$ cat src/rtl/serout_seq.sv
// rtl/serout_seq.sv - SEROUT frame sequencer: holding register, frame FSM and cell-chain strobes
module serout_seq #(
    parameter int DATA_BITS = 8
) (
    input  logic                 clk,
    input  logic                 rst_n,
    input  logic                 enp,
    input  logic                 bit_tick,
    input  logic                 wr,
    input  logic [DATA_BITS-1:0] din,
    input  logic                 ser_q,
    output logic                 load,
    output logic                 shift,
    output logic [DATA_BITS+1:0] pdata,
    output logic                 sout,
    output logic                 busy,
    output logic                 need_data,
    output logic                 tx_done
);
    localparam int CW = $clog2(DATA_BITS + 2);
    localparam logic [CW-1:0] LAST_BIT = CW'(DATA_BITS + 1);

    typedef enum logic {
        IDLE,
        SEND
    } state_t;

    state_t                 state, state_d;
    logic [DATA_BITS-1:0]   hold, hold_d;
    logic                   hold_full, hold_full_d;
    logic [CW-1:0]          bitcnt, bitcnt_d;
    logic [DATA_BITS+1:0]   pdata_d;
    logic                   load_d, shift_d, need_d, busy_d, tx_done_d;
    logic                   xfer;

    always_comb begin
        state_d     = state;
        hold_d      = hold;
        hold_full_d = hold_full;
        bitcnt_d    = bitcnt;
        pdata_d     = pdata;
        load_d      = load;
        shift_d     = shift;
        need_d      = need_data;
        busy_d      = busy;
        tx_done_d   = tx_done;
        xfer        = 1'b0;

        if (enp) begin
            load_d  = 1'b0;
            shift_d = 1'b0;
            need_d  = 1'b0;
            case (state)
                IDLE: begin
                    if (hold_full) begin
                        xfer    = 1'b1;
                        state_d = SEND;
                    end
                end
                SEND: begin
                    if (bit_tick) begin
                        if (bitcnt < LAST_BIT) begin
                            shift_d  = 1'b1;
                            bitcnt_d = bitcnt + 1'b1;
                        end else if (hold_full) begin
                            // back-to-back frame: reload straight after the stop bit
                            xfer = 1'b1;
                        end else begin
                            busy_d  = 1'b0;
                            state_d = IDLE;
                        end
                    end
                end
                default: state_d = IDLE;
            endcase

            if (xfer) begin
                load_d      = 1'b1;
                need_d      = 1'b1;
                pdata_d     = {1'b1, hold, 1'b0};
                hold_full_d = 1'b0;
                bitcnt_d    = '0;
                busy_d      = 1'b1;
                tx_done_d   = 1'b0;
            end else if (state_d == IDLE && !hold_full) begin
                tx_done_d = 1'b1;
            end
        end

        // a write landing on a transfer cycle wins: old data was already copied into pdata_d
        if (wr) begin
            hold_d      = din;
            hold_full_d = 1'b1;
            tx_done_d   = 1'b0;
        end
    end

    always_ff @(posedge clk or negedge rst_n) begin
        if (!rst_n) begin
            state     <= IDLE;
            hold      <= '0;
            hold_full <= 1'b0;
            bitcnt    <= '0;
            pdata     <= '1;
            load      <= 1'b0;
            shift     <= 1'b0;
            need_data <= 1'b0;
            busy      <= 1'b0;
            tx_done   <= 1'b1;
        end else begin
            state     <= state_d;
            hold      <= hold_d;
            hold_full <= hold_full_d;
            bitcnt    <= bitcnt_d;
            pdata     <= pdata_d;
            load      <= load_d;
            shift     <= shift_d;
            need_data <= need_d;
            busy      <= busy_d;
            tx_done   <= tx_done_d;
        end
    end

    assign sout = busy ? ser_q : 1'b1;

endmodule

$ cat config.mk
export PLATFORM = sky130hd
export DESIGN_NAME = serout_seq
export DESIGN_NICKNAME = d
export VERILOG_FILES = /design/src/rtl/serout_seq.sv
export SDC_FILE = /design/constraint.sdc
export NUM_CORES = 1
export LEC_CHECK = 0
export CAP_MARGIN = 20
export CORE_MARGIN = 5
export CORE_UTILIZATION = 40
export DETAILED_ROUTE_END_ITERATION = 6
export PLACE_DENSITY = 0.69
export SYNTH_ARGS = -nofsm -noshare
export SYNTH_HDL_FRONTEND = slang
export SYNTH_SLANG_ARGS = --single-unit
$ cat constraint.sdc
create_clock -name clk -period 2.2 [get_ports clk]
set_clock_uncertainty 0.1 [all_clocks]
set_input_delay 0.66 -clock clk [delete_from_list [all_inputs] [get_ports clk]]
set_output_delay 0.66 -clock clk [all_outputs]
set_load 0.005 [all_outputs]
==> reports/metrics.csv <==
metric,value,unit
status,completed,
fmax,465,MHz
clock_latency,0.30,ns
post_cts_resized,1,
core_area,2810,um2
wl_per_cell,14.1,um
initial_core_util,42.6,%
worst_setup_path_start_kind,input port,
post-route-min-period,2.15,ns
ys_warn_count,0,
grt_use_met3,3.11,%
endpoint_kind,output pin,
area_growth_syn_to_layout,30.7,%
avgViaCountPerCell,5.01,
cp_max_fo,1,
setup_viol,0,
cap_violations,0,
grt_antenna_before_repair,0,
clockRootBuffer,clkbuf_4,
synth_nets,106,
grt_pass1_vias,871,
rows,19,
n_antenna_cell,0,
dpl_cell_area,1540,um2
fill_cells,242,
fp.dieH,64.7,um
layout-drive-gt1-share,33.9,%
rsz0062_at_grt,false,
synthesis.instances,90,
busiest_layer,met2,
hold_viol,0,
drc,0,
ir_drop,491,uV
whs,0.405,ns
slew_violations,0,
setup_ws,0.0498,ns
cp_data_required_time,1.44,ns
place_hpwl,1670,um
finalCritPeriodShare,97.7,%
grt.total_usage,11.4,%
cts_buffers,3,
layout.nets,141,
met2_usage,20.4,%
syn-cell-area,1190,um2
grt_pass1_wl,3820,um
fp.dieW,64.7,um
cts_tree,yes,
cts.clk_slew.worst_paths,0.13,ns
ys_ff_latch,27,
setup_tns,0,ns
drt_first_pass_iters,4,
cp_slowest_cell,clkdlybuf4s50_1,
regArea,688,um2
total_power,1.52,mW
detail-route-antenna-nets,0,
gp_congestion,0.795,
postCtsSetupBuffers,0,
cp_num_buf_inv,2,
design.die.area,4180,um2
synth-seq-area-share,57.6,%
critPathTopFamily,buffers and inverters,
postSynthAreaPerCell,13.3,um2
drt_wl_total,2190,um
cts.htree.levels,1,
drt_iter0_markers,14,
criticalPathCategory,input port to output pin,
max_stage_delay,0.44,ns
cts-root-to-sink-buffers,2,
crit_arrival,1.39,ns
hp-class,flip-flop to flip-flop,
cts.sinks,27,
power.leakage,0.651,nW
grt_use_met1,14.1,%
synth_cell_types,33,
grt_remaining_overflow,0,
multiInputGateArea,453,um2
fin_area,1560,um2
grt_max_degree,28,
dr_total_vias,777,
ctsHoldBuffers,0,
cp_cell_sequence,clkdlybuf4s50_1 > nand2b_1 > clkdlybuf4s15_1,
ios,30,
power.density,971,nW/um2
numPortBuffers,28,
dpl_worst_slack,-0.246,ns
## sequential cells by signal (all words and copies together), names as in the netlist
signal	flops
pdata	9
hold	8
bitcnt	4
busy	1
hold_full	1
need_data	1
shift	1
state	1
tx_done	1
## kinds of logic (layout without fill, tap and decap cells)
| kind of cell | after synthesis | count (layout) | share of synthesized area (%) |
|---|---|---|---|
| AO/OA/AOI/OAI | 17 | 17 | 11.9 |
| flip-flops | 27 | 27 | 57.6 |
| adder cells (fa/ha/maj) | 2 | 2 | 2.09 |
| AND/OR/NAND/NOR | 14 | 14 | 7.65 |
| other | 1 | 1 | 0.314 |
| multiplexers | 17 | 17 | 15.9 |
| buffers and inverters | 12 | 46 | 4.50 |
## cells in the mapped netlist
cell type	instances	share of area [%]
a311o_1	1	0.84
nand3_2	1	0.84
a41oi_1	1	0.73
nor3_1	1	0.42
o211ai_1	1	0.63
nand2b_1	1	0.52
dfrtp_1	17	36
conb_1	1	0.31
o21ai_1	1	0.42
a21o_1	1	0.63
inv_1	8	2.5
o21ai_0	2	0.84
dfstp_2	10	22
mux2i_1	1	0.84
ha_1	2	2.1
a211o_1	1	0.73
nand3_4	1	1.5
a21oi_1	2	0.84
nand2b_4	1	1.2
a31o_4	1	1.5
o31ai_1	2	1.3
a21oi_2	1	0.73
nand4_1	1	0.52
clkbuf_1	1	0.31
o32ai_1	1	0.73
buf_2	1	0.42
nand2_1	5	1.6
nor2_1	2	0.63
buf_4	2	1.3
a21o_2	1	0.73
a21oi_4	1	1.4
and2_1	1	0.52
mux2_2	16	15
## per-stage QoR
stage	std cells	util [%]
floorplan	90	-
global placement	151	54.7
detailed placement	151	54.7
CTS	155	55.6
global route	155	55.7
finish	155	55.7
## path summary, 6_finish.rpt
kind | from | to | slack [ns] | depth (start not counted)
max | ser_q | sout | 0.05 | 3
min | pdata[0]$_DFFE_PN1P_ | pdata[0]$_DFFE_PN1P_ | 0.40 | 1
max reg2reg | bitcnt[0]$_DFFE_PN0P_ | pdata[4]$_DFFE_PN1P_ | 0.43 | 6
min reg2reg | pdata[0]$_DFFE_PN1P_ | pdata[0]$_DFFE_PN1P_ | 0.40 | 1
max in group asynchronous | rst_n | pdata[7]$_DFFE_PN1P_ | 1.09 | 2
min in group asynchronous | rst_n | state$_DFFE_PN0P_ | 0.61 | 2
## per-layer routing
metal	vias to the layer above	wire, um
li1	377	-
met1	379	993
met2	21	1110
met3	0	93
met4	0	0
met5	-	0
## layout make-up
type / count / share of cell area [%]
repair buffers: 34 / 20.8
inverters: 8 / 1.92
clock buffers: 4 / 1.68
well taps: 31 / 2.48
multi-input cells: 51 / 29.0
flip-flops and latches: 27 / 44.1
## where the power goes
part	switching, mW	internal, mW
Sequential	0.0999	0.674
Combinational	0.204	0.338
Clock	0.129	0.0707
Total	0.433	1.08
## cell usage in the layout (no fill, tap or decap), drive strengths merged
cell type	synthesis	routed
a41oi	1	1
conb	1	1
nor3	1	1
a21oi	4	4
nand2b	2	2
nand2	5	5
clkdlybuf4s15	0	1
inv	8	8
clkdlybuf4s50	0	27
mux2i	1	1
nor2	2	2
a21o	2	2
a31o	1	1
and2	1	1
mux2	16	16
o21ai	3	3
clkbuf	1	4
dfstp	10	10
nand4	1	1
o211ai	1	1
buf	3	6
a311o	1	1
nand3	2	2
ha	2	2
dfrtp	17	17
o31ai	2	2
o32ai	1	1
a211o	1	1
Power figures use the tool's default switching activity.
